==> config.mk <==
export PLATFORM = sky130hd
export DESIGN_NAME = ps2_key_tracker
export DESIGN_NICKNAME = d
export VERILOG_FILES = /design/src/rtl/ps2_key_tracker.sv
export SDC_FILE = /design/constraint.sdc
export NUM_CORES = 1
export LEC_CHECK = 0
export CAP_MARGIN = 5
export CELL_PAD_IN_SITES_DETAIL_PLACEMENT = 0
export CELL_PAD_IN_SITES_GLOBAL_PLACEMENT = 1
export CORE_ASPECT_RATIO = 0.9
export CORE_MARGIN = 3
export CORE_UTILIZATION = 40
export CTS_CLUSTER_SIZE = 30
export DETAILED_ROUTE_END_ITERATION = 8
export GPL_ROUTABILITY_DRIVEN = 0
export PLACE_DENSITY_LB_ADDON = 0.1
export SYNTH_ARGS = -nofsm -noshare
export SYNTH_HDL_FRONTEND = slang
export SYNTH_SLANG_ARGS = --single-unit
export TNS_END_PERCENT = 100
==> constraint.sdc <==
create_clock -name clk -period 5.9 [get_ports clk]
set_clock_uncertainty 0.1 [all_clocks]
set_input_delay 1.18 -clock clk [delete_from_list [all_inputs] [get_ports clk]]
set_output_delay 1.18 -clock clk [all_outputs]
set_load 0.01 [all_outputs]
==> src/rtl/ps2_key_tracker.sv <==
// PS/2 set-2 scancode tracker: prefix parsing, key-map lookup, held-key mask and event FIFO.
// Define PS2_KEY_TRACKER_EXT_EN to compile in E0-prefix handling and ext-bit matching.
module ps2_key_tracker #(
    parameter int unsigned NUM_KEYS = 8,
    parameter logic [9*NUM_KEYS-1:0] KEY_MAP =
        {9'h042, 9'h03B, 9'h033, 9'h034, 9'h02B, 9'h023, 9'h01B, 9'h01C},
    parameter int unsigned FIFO_DEPTH = 4
) (
    input  logic                clk,
    input  logic                reset,
    input  logic                rx_valid,
    input  logic [7:0]          rx_data,
    output logic [NUM_KEYS-1:0] key_mask,
    output logic                any_pressed,
    output logic                evt_valid,
    input  logic                evt_ready,
    output logic [((NUM_KEYS > 1) ? $clog2(NUM_KEYS) : 1)-1:0] evt_index,
    output logic                evt_make,
    output logic                evt_overflow
);

    localparam int unsigned IDX_W = (NUM_KEYS > 1) ? $clog2(NUM_KEYS) : 1;
    localparam int unsigned PTR_W = $clog2(FIFO_DEPTH);
    localparam int unsigned CNT_W = PTR_W + 1;
    localparam logic [7:0]  BYTE_BRK = 8'hF0;
    localparam logic [7:0]  BYTE_EXT = 8'hE0;

    typedef struct packed {
        logic [IDX_W-1:0] index;
        logic             make;
    } evt_t;

`ifdef PS2_KEY_TRACKER_EXT_EN
    typedef enum logic [1:0] {IDLE, BRK, EXT, EXT_BRK} state_t;
    logic code_ext;
`else
    typedef enum logic {IDLE, BRK} state_t;
`endif

    state_t state, state_n;
    logic   code_done, code_brk;

    logic [NUM_KEYS-1:0] hit_vec;
    logic [IDX_W-1:0]    hit_idx;
    logic                hit, held, do_make, do_break, push;
    evt_t                push_evt;

    evt_t             mem [FIFO_DEPTH];
    logic [PTR_W-1:0] wr_ptr, rd_ptr, rd_ptr_n;
    logic [CNT_W-1:0] count, count_n;
    logic             full, pop, push_ok;
    evt_t             head_n;

    // Prefix parser state register
    always_ff @(posedge clk) begin
        if (reset) state <= IDLE;
        else       state <= state_n;
    end

    // Prefix parser: flags a completed code and whether it is a break / extended
    always_comb begin
        state_n   = state;
        code_done = 1'b0;
        code_brk  = 1'b0;
`ifdef PS2_KEY_TRACKER_EXT_EN
        code_ext  = 1'b0;
`endif
        if (rx_valid) begin
            case (state)
                IDLE: begin
                    if (rx_data == BYTE_BRK) begin
                        state_n = BRK;
                    end else if (rx_data == BYTE_EXT) begin
`ifdef PS2_KEY_TRACKER_EXT_EN
                        state_n = EXT;
`endif
                    end else begin
                        code_done = 1'b1;
                    end
                end
                BRK: begin
                    if (rx_data == BYTE_BRK) begin
                        state_n = BRK;
                    end else if (rx_data == BYTE_EXT) begin
`ifdef PS2_KEY_TRACKER_EXT_EN
                        state_n = EXT_BRK;
`endif
                    end else begin
                        code_done = 1'b1;
                        code_brk  = 1'b1;
                        state_n   = IDLE;
                    end
                end
`ifdef PS2_KEY_TRACKER_EXT_EN
                EXT: begin
                    if (rx_data == BYTE_BRK) begin
                        state_n = EXT_BRK;
                    end else if (rx_data != BYTE_EXT) begin
                        code_done = 1'b1;
                        code_ext  = 1'b1;
                        state_n   = IDLE;
                    end
                end
                EXT_BRK: begin
                    if (rx_data != BYTE_BRK && rx_data != BYTE_EXT) begin
                        code_done = 1'b1;
                        code_brk  = 1'b1;
                        code_ext  = 1'b1;
                        state_n   = IDLE;
                    end
                end
`endif
                default: state_n = IDLE;
            endcase
        end
    end

    // Key-map lookup; scanning downwards leaves the lowest matching index
    always_comb begin
        logic ext_ok;
        hit_vec = '0;
        hit_idx = '0;
        ext_ok  = 1'b1;
        for (int i = NUM_KEYS - 1; i >= 0; i--) begin
`ifdef PS2_KEY_TRACKER_EXT_EN
            ext_ok = (KEY_MAP[9*i+8] == code_ext);
`endif
            if (rx_data == KEY_MAP[9*i +: 8] && ext_ok) begin
                hit_vec    = '0;
                hit_vec[i] = 1'b1;
                hit_idx    = IDX_W'(i);
            end
        end
    end

    assign hit      = |hit_vec;
    assign held     = |(hit_vec & key_mask);
    assign do_make  = code_done && !code_brk && hit && !held;
    assign do_break = code_done && code_brk && held;
    assign push     = do_make || do_break;
    assign push_evt = '{index: hit_idx, make: do_make};

    always_ff @(posedge clk) begin
        if (reset) begin
            key_mask    <= '0;
            any_pressed <= 1'b0;
        end else begin
            if (do_make)       key_mask <= key_mask | hit_vec;
            else if (do_break) key_mask <= key_mask & ~hit_vec;
            any_pressed <= |key_mask;
        end
    end

    // Event FIFO; head is registered and bypassed from the push when it lands on the read slot
    assign full     = (count == CNT_W'(FIFO_DEPTH));
    assign pop      = evt_valid && evt_ready;
    assign push_ok  = push && (!full || pop);
    assign rd_ptr_n = pop ? rd_ptr + PTR_W'(1) : rd_ptr;

    always_comb begin
        count_n = count;
        if (push_ok && !pop)      count_n = count + CNT_W'(1);
        else if (!push_ok && pop) count_n = count - CNT_W'(1);
        head_n = mem[rd_ptr_n];
        if (push_ok && rd_ptr_n == wr_ptr) head_n = push_evt;
    end

    always_ff @(posedge clk) begin
        if (push_ok) mem[wr_ptr] <= push_evt;
    end

    always_ff @(posedge clk) begin
        if (reset) begin
            wr_ptr       <= '0;
            rd_ptr       <= '0;
            count        <= '0;
            evt_valid    <= 1'b0;
            evt_index    <= '0;
            evt_make     <= 1'b0;
            evt_overflow <= 1'b0;
        end else begin
            if (push_ok) wr_ptr <= wr_ptr + PTR_W'(1);
            rd_ptr    <= rd_ptr_n;
            count     <= count_n;
            evt_valid <= (count_n != '0);
            if (count_n != '0) begin
                evt_index <= head_n.index;
                evt_make  <= head_n.make;
            end
            if (push && full && !pop) evt_overflow <= 1'b1;
        end
    end

endmodule

==> flow_metrics.env <==
export IMPL_coreArea_mm2=0.00507
export IMPL_path_max_fanout=8
export IMPL_syn_mean_instance_area_um2=10.4
export IMPL_port_buffer_count=26
export IMPL_cp_top_family="compound AO/OA/AOI/OAI gates"
export IMPL_cts_tree="yes"
export IMPL_critPathMaxStageDelay_ns=0.73
export IMPL_status="completed"
export IMPL_maxCapViolations=0
export IMPL_p_clk_share_pct=34.0
export IMPL_crit_top_cell="a21oi_1"
export IMPL_rows=24
export IMPL_numCtsBuffers=5
export IMPL_fin_setup_tns_ns=0
export IMPL_grt_ovfl_total=0
export IMPL_setup_viol=0
export IMPL_postLayoutCellArea_mm2=0.00262
export IMPL_period_share_pct=75.4
export IMPL_grt_total_usage_pct=16.7
export IMPL_synthXorXnorAreaFrac_pct=2.80
export IMPL_synth_warning_count=0
export IMPL_p_leak_nw=0.917
export IMPL_postCtsHoldBufs=0
export IMPL_grt_antenna_before_repair=0
export IMPL_cp_cell_sequence="clkdlybuf4s50_1, nor4b_2, nand3_1, a21oi_1, o21ai_0, a21oi_1, and2_1"
export IMPL_synth_edf_count=16
export IMPL_min_path_type="reg -> reg"
export IMPL_viasPerCell=5.81
export IMPL_dr_pass1_iters=4
export IMPL_fp_dieH_um=76.2
export IMPL_cts_resized=0
export IMPL_synth_fa_ha_area_share_pct=4.00
export IMPL_routed_wl_mm=5.19
export IMPL_slowest_stage="nor4b_2"
export IMPL_combPwrFrac_pct=24.7
export IMPL_synth_top_area_share_pct=21.9
export IMPL_postCtsSetupBuffers=0
export IMPL_drtIter0Drc=129
export IMPL_fin_ws_ns=1.45
export IMPL_num_antenna_cells=0
export IMPL_critPathBufInv=1
export IMPL_io_pins=27
export IMPL_cts_max_level=2
export IMPL_drive_above_1_share_pct=10.2
export IMPL_grt_pass1_vias=1728
export IMPL_avgRoutedWirePerCell_um=17.2
export IMPL_synth_nets=230
export IMPL_worst_pin_slew_ns=1.01
export IMPL_route_detailed_drc=0
export IMPL_crit_type="in -> reg"
export IMPL_crit_required_ns=5.77
export IMPL_start_util_pct=43.2
export IMPL_synth_cells=211
export IMPL_antenna_left=0
export IMPL_clk_pin_slew_ns=0.08
export IMPL_grt_max_degree=24
export IMPL_die_area_mm2=0.00640
export IMPL_pwr_density_cell_mw_per_mm2=292
export IMPL_synth_compound_area_share_pct=15.8
export IMPL_synth_flop_cell="dfxtp_1"
export IMPL_relSlewSlack_pct=32.5
export IMPL_clk_latency_ns=0.28
export IMPL_dpl_cell_area_mm2=0.00248
export IMPL_pre_cts_ws_ns=1.15
export IMPL_dpl_hpwl_mm=3.93
export IMPL_p_switching_mw=0.203
export IMPL_hold_viol_final=0
export IMPL_ir_drop_uv=134
export IMPL_ys_types=57
export IMPL_switching_share_pct=26.6
export IMPL_hold_ws_ns=0.352
export IMPL_grt_first_pass_wirelength_mm=8.73
export IMPL_power_internal_mw=0.560
export IMPL_yosys_area_share_simple_pct=21.4
export IMPL_slew_violations=0
export IMPL_start_kind="primary input"
export IMPL_arrival_ns=4.32
export IMPL_synth_seq_area_share_pct=42.9
export IMPL_syn_to_final_growth_pct=19.4
export IMPL_dp_cells=293
export IMPL_final_nets=254
export IMPL_end_kind="flop"
export IMPL_final_util_pct=51.5
export IMPL_cts_sinks=39
export IMPL_fmax_ghz=0.225
export IMPL_nFillCells=474
export IMPL_die_w_um=84.0
export IMPL_ys_top_cells_by_area="edfxtp_1 (22%), dfxtp_1 (21%), mux4_2 (4.1%)"
export IMPL_cts_buffer_depth=2
export IMPL_pwr_share_seq_pct=41.3
export IMPL_synth_area_mm2=0.00219
export IMPL_instances_no_fill=301
export IMPL_cts_root_buf="clkbuf_8"
export IMPL_async_flop_share_pct=0
export IMPL_total_power_mw=0.763
export IMPL_synth_seq_cells=39
export IMPL_synth_top_area_cell="edfxtp_1"
export IMPL_min_period_ns=4.45
export IMPL_vias=1748
export IMPL_rsz0062_at_grt="no"
export IMPL_synth_top_family_by_area="simple AND/OR/NAND/NOR gates"
export IMPL_synth_mux_area_share_pct=8.85
-- per-layer routing --
layer  part of all wire (%)  vias to the layer above  global-route usage, %
met4                   0.77                        0                   3.86
met3                    4.1                        4                   3.46
met5                      0                        -                      0
met2                     47                       45                   27.6
met1                     48                      861                   22.5
li1                       -                      838                      -
-- cell families after synthesis --
kind of cell / Yosys count
AO/OA/AOI/OAI: 47
XOR/XNOR: 7
adder cells (fa/ha/maj): 7
buffers and inverters: 19
flip-flops: 39
multiplexers: 14
AND/OR/NAND/NOR: 78
-- cell usage after synthesis, types with 3 or more instances --
| cell type | number |
|---|---|
| mux2i_1 | 7 |
| a21oi_1 | 13 |
| a32oi_1 | 3 |
| and2_1 | 8 |
| inv_1 | 10 |
| nand3_1 | 9 |
| a211oi_2 | 4 |
| clkbuf_1 | 4 |
| o21ai_0 | 8 |
| dfxtp_1 | 23 |
| nor4_1 | 4 |
| nor4b_1 | 4 |
| and3_1 | 3 |
| ha_1 | 7 |
| nor2b_1 | 4 |
| xnor2_1 | 5 |
| mux4_2 | 4 |
| nand2_1 | 10 |
| edfxtp_1 | 16 |
| nor2_1 | 16 |
-- worst min-delay path, cell delays in order, from the launching register on --
cell and delay (ns):
dfxtp_1 0.31, inv_1 0.04, a21oi_1 0.05
-- layout make-up --
| cell class | count | area, um^2 | area share (%) |
|---|---|---|---|
| Clock buffer | 5 | 68.8 | 2.63 |
| Multi-Input combinational cell | 153 | 1160 | 44.3 |
| Clock inverter | 3 | 67.6 | 2.58 |
| Tap cell | 65 | 81.3 | 3.11 |
| Sequential cell | 39 | 941 | 36.0 |
| Timing Repair Buffer | 26 | 260 | 9.95 |
| Inverter | 10 | 37.5 | 1.44 |
-- placed cells by master, fill, tap and decap left out, types with 5 or more instances in the layout --
cell type,instances
clkbuf_8,5
inv_1,10
nand3_1,9
a21oi_1,13
clkdlybuf4s50_1,26
o21ai_0,8
nand2_1,10
xnor2_1,5
dfxtp_1,23
nor2_1,16
and2_1,8
edfxtp_1,16
mux2i_1,7
ha_1,7
-- final timing paths --
kind,start,to,slack [ns],depth (start not counted)
max reg2reg,flop,count[1],2.68,8
min,evt_overflow,evt_overflow,0.35,2
min reg2reg,evt_overflow,evt_overflow,0.35,2
max,rx_data[4],mem[3][2],1.45,7
-- power groups by stage --
stage | combinational, mW | sequential (mW) | clock (mW)
after detailed placement | 0.190 | 0.322 | 0
after global placement | 0.184 | 0.320 | 0
after CTS | 0.192 | 0.315 | 0.267
final | 0.189 | 0.315 | 0.259
after global routing | 0.208 | 0.319 | 0.280
after floorplan | 0.123 | 0.323 | 0
Note: power is estimated with default switching activity, not from simulation.
==> RTL change 1 (same flow settings) <==
The parameter `NUM_KEYS` goes from 8 to 32.
--- a/src/rtl/ps2_key_tracker.sv
+++ b/src/rtl/ps2_key_tracker.sv
@@ -2,5 +2,5 @@
 // Define PS2_KEY_TRACKER_EXT_EN to compile in E0-prefix handling and ext-bit matching.
 module ps2_key_tracker #(
-    parameter int unsigned NUM_KEYS = 8,
+    parameter int unsigned NUM_KEYS = 32,
     parameter logic [9*NUM_KEYS-1:0] KEY_MAP =
         {9'h042, 9'h03B, 9'h033, 9'h034, 9'h02B, 9'h023, 9'h01B, 9'h01C},
Interface: changed (resized evt_index and key_mask); port bits go from 27 to 53. No check against the original RTL was run, so the function may have changed too.
==> RTL change 1 against the unedited design <==
Worst setup slack better by 95 ps. Cell area up 18%. Hold slack better by 32 ps. Sequential power up 15%. Sequential cell count up 6. Total power up 11%. Routed wire length up 20%. Via count up 15%. Area after synthesis up 27%. Non-clock buffer count up 3. Largest cell class unchanged.
==> RTL change 1: results (changes against the unedited design) <==
The adder-cell area share of the yosys netlist came out at 0.0315 (-0.00849). Among all stages on the critical path, the largest delay is contributed by clkdlybuf4s50_1. The compound-cell area share of the yosys netlist came out at 0.152 (-0.00615). The minimum setup slack among reg-to-reg paths came out at 3000 ps (+320 ps). The number of enable flip-flop cells after synthesis is 20 (+4). The number of multi-input combinational cells in the layout is 209 (+37%).

The met3 usage is 0.0275 (-0.00711). The average wire length per cell after detail routing came out at 16.2 um (-6.2%). The synthesized netlist cell count came out at 272 (+29%). The multi-input logic portion of the cell area came to 0.479 (+0.0355). The global-route usage over all layers is 0.162 (-0.00452).

The total placed cells including tap cells was 378 (+29%). The number of logic inverters in the finished layout is 5 (-5). The run finished with clean final reports. The non-clock buffer count in the final layout came to 29 (+12%). The sequential standard cell area is 1100 sq um (+17%).

The leakage power of the design is 1.13 nW (+23%). The worst hold slack came out at 384 ps (+32.2 ps). The share of synthesized area occupied by flip-flops and latches came out at 0.396 (-0.0336). The fill cell instance count of the final layout came to 668 (+41%). The relative area of clock buffers and inverters in the final design came out at 0.0303 (-0.0218). Compared with the post-synthesis result, the final layout area differs by 11.3%.

The maximum vdd drop is 0.000227 V (+69%). The met2 usage in global routing is 0.219 (-0.0566). The placement-stage cell area is 3000 sq um (+21%).
==> RTL change 1: changes by cell type after synthesis, moves of 5 or more <==
cell	change
buf_4	+25
nor2_1	+9
nand2_1	+6
a22oi_1	+5
inv_1	-5
o31ai_1	+5
==> RTL change 1: how the worst max path moves through the flow <==
stage | endpoint | cells after the start | startpoint | slack, ps
finish | evt_index[3] | 9 | rx_data[3] | 1550
global route | evt_index[3] | 9 | rx_data[3] | 1410
CTS | evt_index[3] | 9 | rx_data[3] | 1570
detailed placement | evt_index[3] | 9 | rx_data[3] | 1240
floorplan | evt_index[2] | 9 | rx_data[0] | 2230
global placement | evt_index[2] | 9 | rx_data[3] | 1300
==> RTL change 1: power by group <==
group	total, W	internal, W	switching (W)
Combinational	0.000290	0.000142	0.000148
Sequential	0.000361	0.000346	0.0000149
Clock	0.000195	0.0000855	0.000110
==> RTL change 1: tightest hold or removal path, cell delays in order, from the launching register on <==
cell	delay, ps
dfxtp_1	320
nand2b_1	60
mux2i_1	60
==> RTL change 2 (same flow settings) <==
Without the edit above. Make the reset (`reset`) asynchronous in 3 clocked blocks.
--- a/src/rtl/ps2_key_tracker.sv
+++ b/src/rtl/ps2_key_tracker.sv
@@ -53,5 +53,5 @@
 
     // Prefix parser state register
-    always_ff @(posedge clk) begin
+    always_ff @(posedge clk or posedge reset) begin
         if (reset) state <= IDLE;
         else       state <= state_n;
@@ -141,5 +141,5 @@
     assign push_evt = '{index: hit_idx, make: do_make};
 
-    always_ff @(posedge clk) begin
+    always_ff @(posedge clk or posedge reset) begin
         if (reset) begin
             key_mask    <= '0;
@@ -170,5 +170,5 @@
     end
 
-    always_ff @(posedge clk) begin
+    always_ff @(posedge clk or posedge reset) begin
         if (reset) begin
             wr_ptr       <= '0;
Behaviour: differs if reset is asserted again (counterexample within 4 cycles, from zero or initial values and one cycle with reset high); with reset held inactive, the same outputs for 10 cycles.
==> RTL change 2 against the unedited design <==
Area after synthesis shrank 1.2%. Utilization shrank 0.34 points. Total power grew 25%. Cell area shrank 1.2%. Die area shrank 1.1%. Sequential cell count is the same. Routed wire length shrank 9.6%. Worst setup slack lost 290 ps. Synthesized cell count shrank 13%. Sequential power grew 16%. Combinational power grew 90%. Count of clock-buffer cells in the layout is the same. Critical path type unchanged. Largest cell class is now sequential cells.
==> RTL change 2: results (changes against the unedited design) <==
The clock transition at the registers of the reported paths came out at 80 ps (about the same). The count of TritonRoute iterations in the first routing pass is 4 (unchanged). The minimum setup slack among reg-to-reg paths came out at 2760 ps (+80 ps). The number of distinct library cells after synthesis was 55 (-3.5%). Following the worst setup path forward leads to its endpoint at evt_index[0]. The number of nets with antenna violations after detailed routing came to 0 (unchanged). The global-route track usage on met1 is 0.208 (-0.0165). The placement-stage cell area came out at 2470 sq um (-0.50%).

The reported net switching power is 0.000304 W (+50%). The leakage power of the design came out at 1.00 nW (+9.0%). The port buffer count is 26 (unchanged).

The endpoint kind of the worst setup timing path is a register. The run finished with clean final reports. The pre-CTS setup slack came out at 845 ps (-306 ps). By count the netlist is led by dfrtp_1 (23), nand2_1 (18), edfxtp_1 (16). The routed via count divided by cell count is 5.59 (-3.8%). The post-synth net total is 203 (-12%).

Clock tree synthesis selected as its root buffer the cell clkbuf_8. The fill cell instance count of the final layout came out at 457 (-3.6%). The synthesized design spends more area on one cell type than any other, namely dfrtp_1. The met3 usage is 0.0476 (+0.0130). The met2 usage in global routing came to 0.253 (-0.0232). The synthesized netlist cell count is 184 (-13%). Ranked by total cell area, the synthesized netlist is headed by dfrtp_1 (27%), edfxtp_1 (22%), mux2_2 (4.7%). The number of cell instances on the worst register-to-register path is 9 (+1). The total placed cells including tap cells came out at 267 (-8.9%).

The number of gates given a new drive strength after cts is 0 (unchanged). The arrival time at the worst endpoint was 4810 ps (+490 ps). The maximum number of pins on one net before global-route repair is 24 (unchanged). The total routed wirelength came out at 4690 um (-9.6%). The final-stage net count is 228 (-10%). The fraction of synthesis flops using an asynchronous set or reset pin came out at 0.590 (+0.590). The critical path's largest stage delay came out at 640 ps (-90 ps). The global-route usage over all layers is 0.155 (-0.0119). The remaining max-slew budget at the tightest pin came out at 0.366 (+0.0413). The wire length of the first global-routing pass came out at 7600 um (-13%).

The slowest cell on the critical path is or4b_1. The number of violations reported at the end of detailed-routing iteration 0 came out at 54 (-58%). Tracing the worst setup path back leads to its startpoint at rx_data[3].

The share of post-route cells with drive strength above 1 is 0.157 (+0.0554). The worst-path maximum fanout is 15 (+7). The number of enable flip-flop cells after synthesis is 16 (unchanged). The number of cells in the finished layout apart from fillers came out at 275 (-8.6%). The level count of the clock H-tree came out at 2 (unchanged). The share of synthesized area occupied by flip-flops and latches was 0.488 (+0.0584). The maximum vdd drop is 0.000191 V (+42%). The post-route cell area is 2580 sq um (-1.2%). The final cycle utilization of the critical path is 0.803 (+0.0487). The HPWL reported at the end of detailed placement came to 3560 um (-9.3%). The deepest clock path buffer count came out at 2 (unchanged). The number of global-route vias before repair is 1505 (-13%).

On the critical path the largest part of the delay comes from simple AND/OR/NAND/NOR gates.
RTL change 2: cell types whose count changed in the layout (fill, tap and decap cells not counted), sizes merged, moves of 4 or more:
cell and delta:
dfxtp -23, nand2 +8, and2 -4, mux2i -6, o21ai +5, dfrtp +23, nor2 -11, a22o +4
nand3 -4, mux2 +6, a21oi -8
RTL change 2: logic make-up (layout without fill, tap and decap cells):
group	count (synthesis)	after routing	synth area share
adder cells (fa/ha/maj)	7	7	0.0405
multiplexers	14	14	0.0931
AO/OA/AOI/OAI	34	34	0.130
flip-flops	39	39	0.488
AND/OR/NAND/NOR	67	67	0.190
XOR/XNOR	6	6	0.0243
buffers and inverters	17	43	0.0341
RTL change 2: area by class of cell:
type	count	area share
clock inverters	3	0.0184
multi-input cells	128	0.401
flip-flops and latches	39	0.409
well taps	65	0.0315
repair buffers	26	0.101
clock buffers	5	0.0266
inverters	9	0.0131
RTL change 2: routing by layer:
metal  vias to the layer above  share of wire
li1                        738              -
met1                       760           0.49
met2                        37           0.46
met3                         2          0.043
met4                         0         0.0049
met5                         -              0
RTL change 2: how the worst min path moves through the flow:
stage / start / depth (start not counted) / slack [ps] / endpoint
2_1_floorplan: state / 2 / 380 / state
3_3_place_gp: evt_overflow / 1 / 360 / evt_overflow
3_5_place_dp: evt_overflow / 1 / 350 / evt_overflow
4_1_cts: evt_overflow / 1 / 380 / evt_overflow
5_1_grt: evt_overflow / 1 / 400 / evt_overflow
6_report: evt_overflow / 1 / 370 / evt_overflow
RTL change 2: power by group through the flow:
stage | clock network, W | logic, W | registers, W
finish | 0.000226 | 0.000360 | 0.000364
floorplan | 0 | 0.000259 | 0.000370
CTS | 0.000233 | 0.000365 | 0.000365
detailed placement | 0 | 0.000362 | 0.000371
global route | 0.000251 | 0.000396 | 0.000370
global placement | 0 | 0.000352 | 0.000367
